### src/rtl/click_counter_db.sv
`timescale 1ns/1ps
// -----------------------------------------------------------------------------
// click_counter_db
//
// Debounced up/down click counter. Two raw active-low push-buttons are sampled
// on the system clock, passed through a 2-FF synchroniser, and then debounced.
// Each accepted press becomes a one-cycle event that steps a WIDTH-bit counter.
//
// Parameters
//   WIDTH       counter width in bits (>= 2)
//   DEB_CYCLES  clocks a synchronised level must hold before it is accepted (>= 2)
//   SATURATE    0: wrap at the limits, 1: clamp at 0 and 2**WIDTH-1
//
// Optional feature
//   CLICK_CNT_FLAGS_EN  when defined, adds sticky ovf/unf flag outputs
//
// Ports
//   clk       in   system clock, rising edge
//   rst       in   asynchronous reset, active-low
//   btn_up    in   raw up button, active-low, asynchronous to clk
//   btn_down  in   raw down button, active-low, asynchronous to clk
//   clr       in   synchronous clear, active-high
//   count     out  current counter value
//   up_evt    out  one-cycle pulse per accepted up press
//   down_evt  out  one-cycle pulse per accepted down press
//   ovf       out  sticky overflow flag   (CLICK_CNT_FLAGS_EN only)
//   unf       out  sticky underflow flag  (CLICK_CNT_FLAGS_EN only)
// -----------------------------------------------------------------------------
module click_counter_db #(
  parameter int WIDTH      = 8,
  parameter int DEB_CYCLES = 120000,
  parameter bit SATURATE   = 1'b0
) (
  input  logic             clk,
  input  logic             rst,
  input  logic             btn_up,
  input  logic             btn_down,
  input  logic             clr,
  output logic [WIDTH-1:0] count,
  output logic             up_evt,
  output logic             down_evt
`ifdef CLICK_CNT_FLAGS_EN
  ,
  output logic             ovf,
  output logic             unf
`endif
);

  localparam int              CW       = $clog2(DEB_CYCLES);
  localparam logic [CW-1:0]   DEB_LAST = CW'(DEB_CYCLES - 1);
  localparam logic [WIDTH-1:0] CNT_MAX = '1;

  // Channel 0 = up, channel 1 = down.
  logic [1:0] btn_raw;
  logic [1:0] press;

  assign btn_raw = {btn_down, btn_up};

  genvar gi;
  generate
    for (gi = 0; gi < 2; gi++) begin : g_chan
      logic          sync1_reg;
      logic          sync2_reg;
      logic          stable_reg;
      logic          stable_d_reg;
      logic [CW-1:0] cnt_reg;

      always_ff @(posedge clk or negedge rst) begin
        if (!rst) begin
          sync1_reg    <= 1'b1;
          sync2_reg    <= 1'b1;
          stable_reg   <= 1'b1;
          stable_d_reg <= 1'b1;
          cnt_reg      <= '0;
        end else begin
          sync1_reg    <= btn_raw[gi];
          sync2_reg    <= sync1_reg;
          stable_d_reg <= stable_reg;
          // Any return to the accepted level restarts the hold timer, so a
          // glitch shorter than DEB_CYCLES can never be accepted.
          if (sync2_reg == stable_reg) begin
            cnt_reg <= '0;
          end else if (cnt_reg == DEB_LAST) begin
            stable_reg <= sync2_reg;
            cnt_reg    <= '0;
          end else begin
            cnt_reg <= cnt_reg + 1'b1;
          end
        end
      end

      // High for the single cycle after stable falls; the event register and
      // the counter both act on it at the next edge, so they appear together.
      assign press[gi] = stable_d_reg & ~stable_reg;
    end
  endgenerate

  logic [WIDTH-1:0] count_reg;
  logic [WIDTH-1:0] count_next;
  logic             up_evt_reg;
  logic             down_evt_reg;
  logic             at_max;
  logic             at_min;

  assign at_max = (count_reg == CNT_MAX);
  assign at_min = (count_reg == '0);

  always_comb begin
    count_next = count_reg;
    if (clr) begin
      count_next = '0;
    end else if (press[0] && press[1]) begin
      count_next = count_reg;
    end else if (press[0]) begin
      if (at_max) count_next = SATURATE ? CNT_MAX : '0;
      else        count_next = count_reg + 1'b1;
    end else if (press[1]) begin
      if (at_min) count_next = SATURATE ? '0 : CNT_MAX;
      else        count_next = count_reg - 1'b1;
    end
  end

  // Event pulses are independent of clr: a clear discards the step, not the event.
  always_ff @(posedge clk or negedge rst) begin
    if (!rst) begin
      count_reg    <= '0;
      up_evt_reg   <= 1'b0;
      down_evt_reg <= 1'b0;
    end else begin
      count_reg    <= count_next;
      up_evt_reg   <= press[0];
      down_evt_reg <= press[1];
    end
  end

  assign count    = count_reg;
  assign up_evt   = up_evt_reg;
  assign down_evt = down_evt_reg;

`ifdef CLICK_CNT_FLAGS_EN
  logic ovf_reg;
  logic unf_reg;
  logic ovf_next;
  logic unf_next;

  // A lone step at a limit either wraps or clamps; both count as a limit hit.
  always_comb begin
    ovf_next = ovf_reg;
    unf_next = unf_reg;
    if (clr) begin
      ovf_next = 1'b0;
      unf_next = 1'b0;
    end else begin
      if (press[0] && !press[1] && at_max) ovf_next = 1'b1;
      if (press[1] && !press[0] && at_min) unf_next = 1'b1;
    end
  end

  always_ff @(posedge clk or negedge rst) begin
    if (!rst) begin
      ovf_reg <= 1'b0;
      unf_reg <= 1'b0;
    end else begin
      ovf_reg <= ovf_next;
      unf_reg <= unf_next;
    end
  end

  assign ovf = ovf_reg;
  assign unf = unf_reg;
`endif

endmodule

### config.mk
export PLATFORM = sky130hd
export DESIGN_NAME = click_counter_db
export DESIGN_NICKNAME = d
export VERILOG_FILES = /design/src/rtl/click_counter_db.sv
export SDC_FILE = /design/constraint.sdc
export NUM_CORES = 1
export LEC_CHECK = 0
export ABC_CLOCK_PERIOD_IN_PS = 2900
export BUFFER_PORTS_ARGS = -buffer_cell sky130_fd_sc_hd__buf_2
export CORE_MARGIN = 1.5
export CORE_UTILIZATION = 40
export CTS_CLUSTER_SIZE = 25
export DETAILED_ROUTE_END_ITERATION = 16
export PLACE_DENSITY_LB_ADDON = 0.3
export SLEW_MARGIN = 20
export SYNTH_ARGS = -nofsm -noshare
export SYNTH_HDL_FRONTEND = slang
export SYNTH_SLANG_ARGS = --single-unit
### constraint.sdc
create_clock -name clk -period 2.9 [get_ports clk]
set_clock_uncertainty 0.15 [all_clocks]
set_input_delay 0.725 -clock clk [delete_from_list [all_inputs] [get_ports clk]]
set_output_delay 0.725 -clock clk [all_outputs]
set_load 0.005 [all_outputs]
==> results of run 1 <==
## path summary, 6_finish.rpt
| path | to | depth (start not counted) | slack [ns] | from |
|---|---|---|---|---|
| min in group asynchronous | count[2] | 1 | 0.24 | rst |
| setup reg to reg | g_chan[1].cnt_reg[16] | 5 | 0.70 | g_chan[1].cnt_reg[11] |
| setup / recovery | g_chan[1].cnt_reg[16] | 5 | 0.70 | g_chan[1].cnt_reg[11] |
| hold reg to reg | g_chan[1].sync2_reg | 0 | 0.21 | g_chan[1].sync1_reg |
| max in group asynchronous | g_chan[1].stable_reg | 2 | 1.66 | rst |
| hold / removal | g_chan[1].sync2_reg | 0 | 0.21 | g_chan[1].sync1_reg |
## placed cells by master (no fill, tap or decap), types with 2 or more instances in the layout
| cell type | instances |
|---|---|
| sky130_fd_sc_hd__nand2b_1 | 5 |
| sky130_fd_sc_hd__bufinv_16 | 2 |
| sky130_fd_sc_hd__a211oi_1 | 2 |
| sky130_fd_sc_hd__o21ai_0 | 3 |
| sky130_fd_sc_hd__a21oi_1 | 8 |
| sky130_fd_sc_hd__a221oi_1 | 4 |
| sky130_fd_sc_hd__inv_1 | 13 |
| sky130_fd_sc_hd__or4b_1 | 2 |
| sky130_fd_sc_hd__and4_1 | 5 |
| sky130_fd_sc_hd__ha_1 | 5 |
| sky130_fd_sc_hd__xnor2_1 | 19 |
| sky130_fd_sc_hd__nor4_1 | 7 |
| sky130_fd_sc_hd__buf_4 | 3 |
| sky130_fd_sc_hd__o22ai_1 | 2 |
| sky130_fd_sc_hd__nand4_1 | 11 |
| sky130_fd_sc_hd__nor2_1 | 51 |
| sky130_fd_sc_hd__a21o_1 | 4 |
| sky130_fd_sc_hd__nand2_1 | 18 |
| sky130_fd_sc_hd__nor3_1 | 9 |
| sky130_fd_sc_hd__mux2_2 | 2 |
| sky130_fd_sc_hd__clkbuf_8 | 5 |
| sky130_fd_sc_hd__buf_2 | 14 |
| sky130_fd_sc_hd__and3_1 | 3 |
| sky130_fd_sc_hd__dfstp_2 | 8 |
| sky130_fd_sc_hd__nand3_1 | 13 |
| sky130_fd_sc_hd__xor2_1 | 17 |
| sky130_fd_sc_hd__or3_1 | 2 |
| sky130_fd_sc_hd__dfrtp_1 | 44 |
## layout make-up
| class | count | share of cell area [%] |
|---|---|---|
| timing repair buffer | 17 | 3.177 |
| clock inverter | 2 | 2.061 |
| multi-input combinational | 201 | 42.16 |
| tap | 77 | 3.306 |
| clock buffer | 6 | 2.490 |
| sequential | 52 | 45.00 |
| inverter | 14 | 1.803 |
## logic make-up after synthesis
logic type,count (synthesis)
mux,2
fa+ha+maj,5
flops,52
compound gates,29
buf+inv,24
xor+xnor,36
simple gates,129
## metrics by stage
step	utilization [%]	hold slack, ns	power [W]	instances
floorplan	-	0.1952	0.0007992	277
global placement	43.55	0.1980	0.0008251	361
detailed placement	43.55	0.1994	0.0008249	361
CTS	45.63	0.2133	0.001411	369
global route	45.63	0.2175	0.001445	369
finish	45.63	0.2106	0.001392	369
## per-layer routing
| metal | up-vias | track usage [%] |
|---|---|---|
| met1 | 920 | 20.85 |
| li1 | 974 | - |
| met5 | - | 0 |
| met2 | 33 | 22.22 |
| met4 | 0 | 6.305 |
| met3 | 4 | 3.147 |
## power groups by stage
stage	registers, W	clock network, W	logic, W
final	0.000750	0.000582	0.0000598
after CTS	0.000750	0.000599	0.0000617
after global placement	0.000764	0	0.0000615
after detailed placement	0.000764	0	0.0000611
after floorplan	0.000759	0	0.0000400
after global routing	0.000752	0.000623	0.0000703
==> summary by stage, run 1 <==
Routing
The met2 wirelength from detailed routing is around 2200 um. Using the TritonRoute via totals, the vias-per-cell ratio works out to 5.233. The pre-antenna-repair detailed-routing pass consisted of 4 iterations. In the detailed route, the total length drawn on met3 is roughly 170 um. For this block, wires on met1 add up to ~2500 um.

In this run the remaining antenna-violating nets after routing total 0. The total wire length is a little under 5000 um. The top routing layer in use is met4. The detail-routed net length per standard cell is around 13 um. The final route contains approximately 1900 vias. The DRC marker count from the first detailed-route iteration is 95. The final routed DRC violation total is 0.

Logic synthesis
Ranked by instance count, the synthesized netlist is headed by sky130_fd_sc_hd__nor2_1, sky130_fd_sc_hd__dfrtp_1, sky130_fd_sc_hd__xnor2_1, sky130_fd_sc_hd__nand2_1, sky130_fd_sc_hd__xor2_1. The top cell type by total area after synthesis is sky130_fd_sc_hd__dfrtp_1. The area share of fa/ha/maj cells after synthesis is 2.353%. During synthesis, Yosys emitted a total of 0 warnings.

Among all cell types in the netlist, the one instantiated most often is sky130_fd_sc_hd__nor2_1. The top-area cell type share of the netlist area is between 40% and 50%. The total nets after synthesis is ~290. Counting flops with a built-in enable in the synthesized netlist gives 0. The portion of the post-synthesis area used by sequential elements is 49.32%. For this run, the leading register cell type out of synthesis is sky130_fd_sc_hd__dfrtp_1.

The count of unique library cells instantiated by Yosys is 39. The post-synthesis compound-gate area fraction is under 10%. The xor and xnor fraction of the mapped netlist area is about an eighth. The share of synthesized registers carrying an async set or reset is 100.0%. After synthesis, the largest family of logic cells by area is simple AND/OR/NAND/NOR gates. The count of state elements after synthesis is 52. Dividing the synthesized area by the synthesized cell count gives 9.599 um2. The number of instances in the synthesized netlist is approximately 280. The multiplexer share of the synthesized area is less than 1%. Of the total synthesized cell area, the portion taken by AND, OR, NAND and NOR gates is 23.62%.

Summing every instance area after synthesis gives between 2000 and 3000 um2. Yosys attributes the largest share of cell area to sky130_fd_sc_hd__dfrtp_1, sky130_fd_sc_hd__dfstp_2, sky130_fd_sc_hd__nor2_1.

Final layout
The total non-filler cell area in the finished layout is 2914 um2. The number of antenna diodes in the final layout is 0. At the end of the flow, the number of nets in the layout was 301.

The post-route netlist has 12.67% of its cells at a drive strength greater than 1. The register with the most flip-flops in the layout has 34 of them. Summing all multi-input logic gate instances after layout gives between 1000 and 1500 um2.

Compared with the post-synthesis result, the final layout area differs by 9.600%. The sequential cell area is ~1300 um2. The number of fillers in the final layout is between 600 and 700.

Critical path
The slowest stage of the critical path is the sky130_fd_sc_hd__or4b_1 cell. In this design, the stage delay of the slowest critical-path cell is roughly 0.50 ns. For the worst setup path, the data required time is 2.91 ns. The count of buffering cells on the critical path with inverters included is 0. The dominant delay contributor by cell family on the critical path is simple AND/OR/NAND/NOR gates. Along the worst path, the maximum fanout reaches 16.

The critical path start-end classification is register to register. Traced cell by cell, the critical path runs through or4b_1 > nor4_1 > and4_1 > or2_1 > nor2_1. The worst setup path is captured at a register.

The critical path startpoint category is a register. The arrival time reported for the critical path endpoint is 2.20 ns.

Power
The combinational cell fraction of total power is between 4 and 5%. Per report_power, the clock group accounts for about two fifths of the total. The worst ir drop on vdd is 0.0003567 V. The share of total power dissipated in sequential elements is 53.9%. For this design the total switching power over the nets is around 0.00029 W. In this run the power density over the cells is between 400 and 500 nW/um2. Cell internal power was estimated by the tool at 0.001104 W. In this run switching power makes up ~21% of total power.

Summed over all cells, the static leakage comes to roughly 1.3 nW.

STA
For the final routed database, the setup TNS stands at 0 ns. The worst-margin pin slew is roughly 0.64 ns. The final-report max-slew violation count is 0. The number of setup violations in the final report is 0. The minimum clock period is ~2.2 ns. In the finished design, the share of the clock period the worst path needs comes to between 70% and 80%. Setup repair after global routing left no endpoint under its margin. The number of hold violations in the final report was 0.

In this run the tightest slew margin relative to its limit is 57.25%. Setup slack on the critical path of the routed design comes to just over 0.7 ns. Derived from the worst setup path, the maximum achievable clock frequency is around 460 MHz.

Die
The floorplan has 29 rows. The die is between 80 and 90 um wide. The floorplan step defined a core boundary enclosing between 6000 and 7000 um2. The die outline area is approximately 7000 um2. The die height is 84.53 um. The effective utilization at floorplan is 41.63%. The number of top-level pins is 15.

Place
Input and output buffers added on the ports amount to 14. After legalization and detailed placement, the total HPWL measured approximately 3400 um. The placed instances occupy a cell area of 2781 um2.

The congestion estimate from routability-driven global placement came to between 0.8 and 0.9. Timing analysis after detailed placement gives a worst setup slack of roughly 0.7 ns.

Global routing
For this run the aggregate overflow at the end of global routing stands at 0. The number of antenna violations at the first check in global routing is 0. The first-pass GRT wire length is ~8600 um. The total global-route track usage is around 15%. The via count of the first global-routing pass is 1862. The pin count of the biggest net entering global routing is 25.

Clock network
The insertion delay to the later sink of the worst-skew pair is ~0.31 ns. The root buffer cell is sky130_fd_sc_hd__clkbuf_8. Counting the buffers created by CTS gives 5. The number of post-CTS setup repair buffers is 0. The clock tree from TritonCTS is built. The hold buffer count at CTS is 0.

The clock drives 52 sinks. No sink is reached through more buffers than the 2 on the longest clock path. After clock tree synthesis, the clock-pin slew on the worst setup and hold paths is around 0.090 ns. The post-cts resize count is 0. The H-tree depth is 2.

Job
The reported max-cap violation count is 0.

Min path
The worst hold path belongs to the class register to register.

Run status
The flow ran to the end, and the final reports show no timing, DRC or antenna violations.
Power figures use the tool's default switching activity.
==> run 2, diff against run 1 <==
--- a/config.mk
+++ b/config.mk
@@ -5,7 +5,7 @@
 export SDC_FILE = /design/constraint.sdc
 export NUM_CORES = 1
 export LEC_CHECK = 0
-export ABC_CLOCK_PERIOD_IN_PS = 2900
+export ABC_CLOCK_PERIOD_IN_PS = 2000
 export BUFFER_PORTS_ARGS = -buffer_cell sky130_fd_sc_hd__buf_2
 export CORE_MARGIN = 1.5
 export CORE_UTILIZATION = 40
==> constraint.sdc (replaced) <==
create_clock -name clk -period 2 [get_ports clk]
set_clock_uncertainty 0.15 [all_clocks]
set_input_delay 0.5 -clock clk [delete_from_list [all_inputs] [get_ports clk]]
set_output_delay 0.5 -clock clk [all_outputs]
set_load 0.005 [all_outputs]
==> summary by stage, run 2 (synthesized netlist as in run 1, its figures left out) <==
Run status
Run status: finished, violations left (was finished clean). The final reports fail on setup timing.

STA
RSZ-0062 raised after global routing: true (was false). The max-slew headroom at the worst pin is 75.20% (was 57.25%). The setup slack of the critical path after layout is -0.06057 ns (was 0.7042 ns). The share of the cycle needed by the critical path after routing came to 103.0% (was 75.72%). The minimum clock period is 2.061 ns (was 2.196 ns).

The number of setup violations in the final report came to 17 (was 0). The final-report max-slew violation count is 0 (unchanged). The worst-margin pin slew came to 0.3718 ns (was 0.6413 ns). The number of hold violations in the final report came to 0 (unchanged). The highest attainable clock frequency was 485.3 MHz (was 455.4 MHz).

Min path
The class of the worst hold path is input pin to asynchronous set/reset pin (was register to register).

Die
The number of core rows is 29 (unchanged). The area of the core region is 6386 um2 (unchanged). The number of top-level pins is 15 (unchanged).

The effective utilization at floorplan is 41.63% (unchanged). The overall die width was 84.53 um (unchanged). The die outline area came to 7145 um2 (unchanged). The die height is 84.53 um (unchanged).

Routing
The via total after detailed routing is 2069 (was 1931). The DRC marker count from the first detailed-route iteration was 100 (was 95). The ratio of routed vias to standard cells came to 5.185 (was 5.233).

The total wire length is 5199 um (was 4853 um). The detail-routed net length per standard cell is 13.03 um (was 13.15 um). The first-pass detailed-route iteration total came to 4 (unchanged). The final antenna-violating net count is 0 (unchanged). The final routed DRC violation total is 0 (unchanged).

Power
The net load switching power came to 0.0004584 W (was 0.0002877 W). The portion of total power attributed to sequential cells is 59.0% (was 53.9%). The combinational cell fraction of total power is 6.5% (was 4.3%). The worst ir drop on vdd is 0.0003618 V (was 0.0003567 V). The switching power as a share of total power is 24.95% (was 20.67%). The cell internal power dissipation is 0.001379 W (was 0.001104 W). The clock power share is 34.4% (was 41.8%). The leakage power of the design is 1.487 nW (was 1.315 nW). The total power per unit cell area came to 564.1 nW/um2 (was 477.7 nW/um2).

Critical path
The critical path startpoint category is a register (unchanged). The capturing element type of the critical path is a register (unchanged). The required time of the critical path is 2.10 ns (was 2.91 ns). The critical path start-end classification was register to register (unchanged). The arrival time reported for the critical path endpoint is 2.16 ns (was 2.20 ns).

The worst-path maximum fanout is 2 (was 16). The minimum setup slack among reg-to-reg paths is -0.06 ns (was 0.70 ns).

Final layout
The area taken by multi-input logic gates came to 1341 um2 (was 1229 um2). The fraction of layout cells with a size suffix above 1 is 28.88% (was 12.67%). The total non-filler cell area in the finished layout is 3257 um2 (was 2914 um2).

The total inserted antenna cells was 0 (unchanged). The commonest non-fill, non-tap cell in the layout is sky130_fd_sc_hd__dfrtp_1 (was sky130_fd_sc_hd__nor2_1). The sequential cell area is 1311 um2 (unchanged). The area growth from synthesis to layout is 22.49% (was 9.600%). Commonest cells after routing, fill and taps aside: sky130_fd_sc_hd__dfrtp_1, sky130_fd_sc_hd__nor2_1, sky130_fd_sc_hd__buf_4 (was sky130_fd_sc_hd__nor2_1, sky130_fd_sc_hd__dfrtp_1, sky130_fd_sc_hd__xnor2_1).

The final net count was 331 (was 301). The number of fillers in the final layout is 592 (was 632). The number of flip-flops under the largest register name came to 34 (unchanged).

Global routing
The pin count of the biggest net entering global routing came to 53 (was 25). The first-pass GRT wire length came to 9128 um (was 8618 um). The via count of the first global-routing pass is 1994 (was 1862). The remaining global-route overflow is 0 (unchanged).

The total global-route track usage came to 15.67% (was 14.82%). The number of antenna violations at the first check in global routing is 0 (unchanged).

Clock network
The H-tree depth is 2 (unchanged). The number of sinks driven by the clock tree is 52 (unchanged). The hold buffer count at CTS was 0 (unchanged).

The clock slew seen by the registers of the worst setup and hold paths is 0.11 ns (was 0.09 ns). The insertion delay to the later sink of the worst-skew pair was 0.31 ns (about the same). The maximum count of clock buffers along a single path is 2 (unchanged). The number of buffers inserted during clock tree synthesis is 5 (unchanged). The root buffer cell is sky130_fd_sc_hd__clkbuf_8 (unchanged).

The clock tree from TritonCTS is built (unchanged).

Place
The instance area after placement is 2979 um2 (was 2781 um2). The post-place setup slack is -0.01131 ns (was 0.6984 ns). The half-perimeter wire length after detailed placement came to 3554 um (was 3399 um). The weighted congestion at the end of routability-driven global placement is 0.8788 (was 0.8282).

The count of port buffers added during placement was 14 (unchanged).

Job
The reported max-cap violation count was 0 (unchanged).
## run 2: cell count changes in the layout (fill, tap and decap cells not counted), sizes merged
cell,previous run,this run
buf,17,46
bufinv,2,0
clkinv,0,2
inv,14,15
## run 2: what timing repair did
action	in CTS	in global routing
cloned	0	1
pin swaps	1	10
buffers inserted	0	6
resized for setup	2	28
setup endpoints to repair	3	22
## run 2: critical path: stages (launching register included)
cell                      delay [ns]
sky130_fd_sc_hd__dfrtp_1        0.40
sky130_fd_sc_hd__or4b_4         0.55
sky130_fd_sc_hd__nor4_4         0.22
sky130_fd_sc_hd__and4_1         0.27
sky130_fd_sc_hd__buf_4          0.13
sky130_fd_sc_hd__mux2_4         0.29
## run 2: final timing paths
check | startpoint | end | depth (start not counted)
min reg2reg | g_chan[0].sync1_reg | g_chan[0].sync2_reg | 0
max reg2reg | g_chan[1].cnt_reg[13] | g_chan[1].stable_reg | 5
max | g_chan[1].cnt_reg[13] | g_chan[1].stable_reg | 5
max in group asynchronous | rst | g_chan[0].sync2_reg | 2
min in group clk | btn_down | g_chan[1].sync1_reg | 1
min | rst | count[7] | 2
## run 2: area by class of cell
| cell class | instances | area share [%] |
|---|---|---|
| multi-input cells | 201 | 41.18 |
| flip-flops and latches | 52 | 40.26 |
| repair buffers | 47 | 11.06 |
| well taps | 77 | 2.958 |
| clock buffers | 5 | 2.113 |
| inverters | 14 | 1.614 |
| clock inverters | 3 | 0.8068 |
## run 2: layer usage
| metal | GRT usage (%) | vias to the layer above | routed length, um | share of wire, % |
|---|---|---|---|---|
| met3 | 3.736 | 7 | 197 | 3.8 |
| li1 | - | 1036 | - | - |
| met5 | 0 | - | 0 | 0 |
| met4 | 6.598 | 0 | 70 | 1.3 |
| met2 | 24.46 | 33 | 2480 | 48 |
| met1 | 20.95 | 993 | 2450 | 47 |
## run 2: through the flow
step                      cells  utilization [%]  TNS (ns)  total power [W]  hold slack, ns
after global routing        399            51.00    -1.903         0.001926         0.02031
after CTS                   392            48.20         0         0.001855        0.004980
after global placement      384            46.65         0         0.001206          0.2001
after floorplan             277                -         0         0.001159         0.05441
after detailed placement    384            46.65  -0.01131         0.001208          0.1988
final                       399            51.00   -0.5489         0.001837        0.006026
## run 2: power groups by stage
stage	logic, W	registers, W	clock network, W
final	0.000120	0.00108	0.000632
after global routing	0.000137	0.00109	0.000701
after CTS	0.000104	0.00108	0.000667
after detailed placement	0.000103	0.00110	0
after global placement	0.000101	0.00110	0
after floorplan	0.0000581	0.00110	0
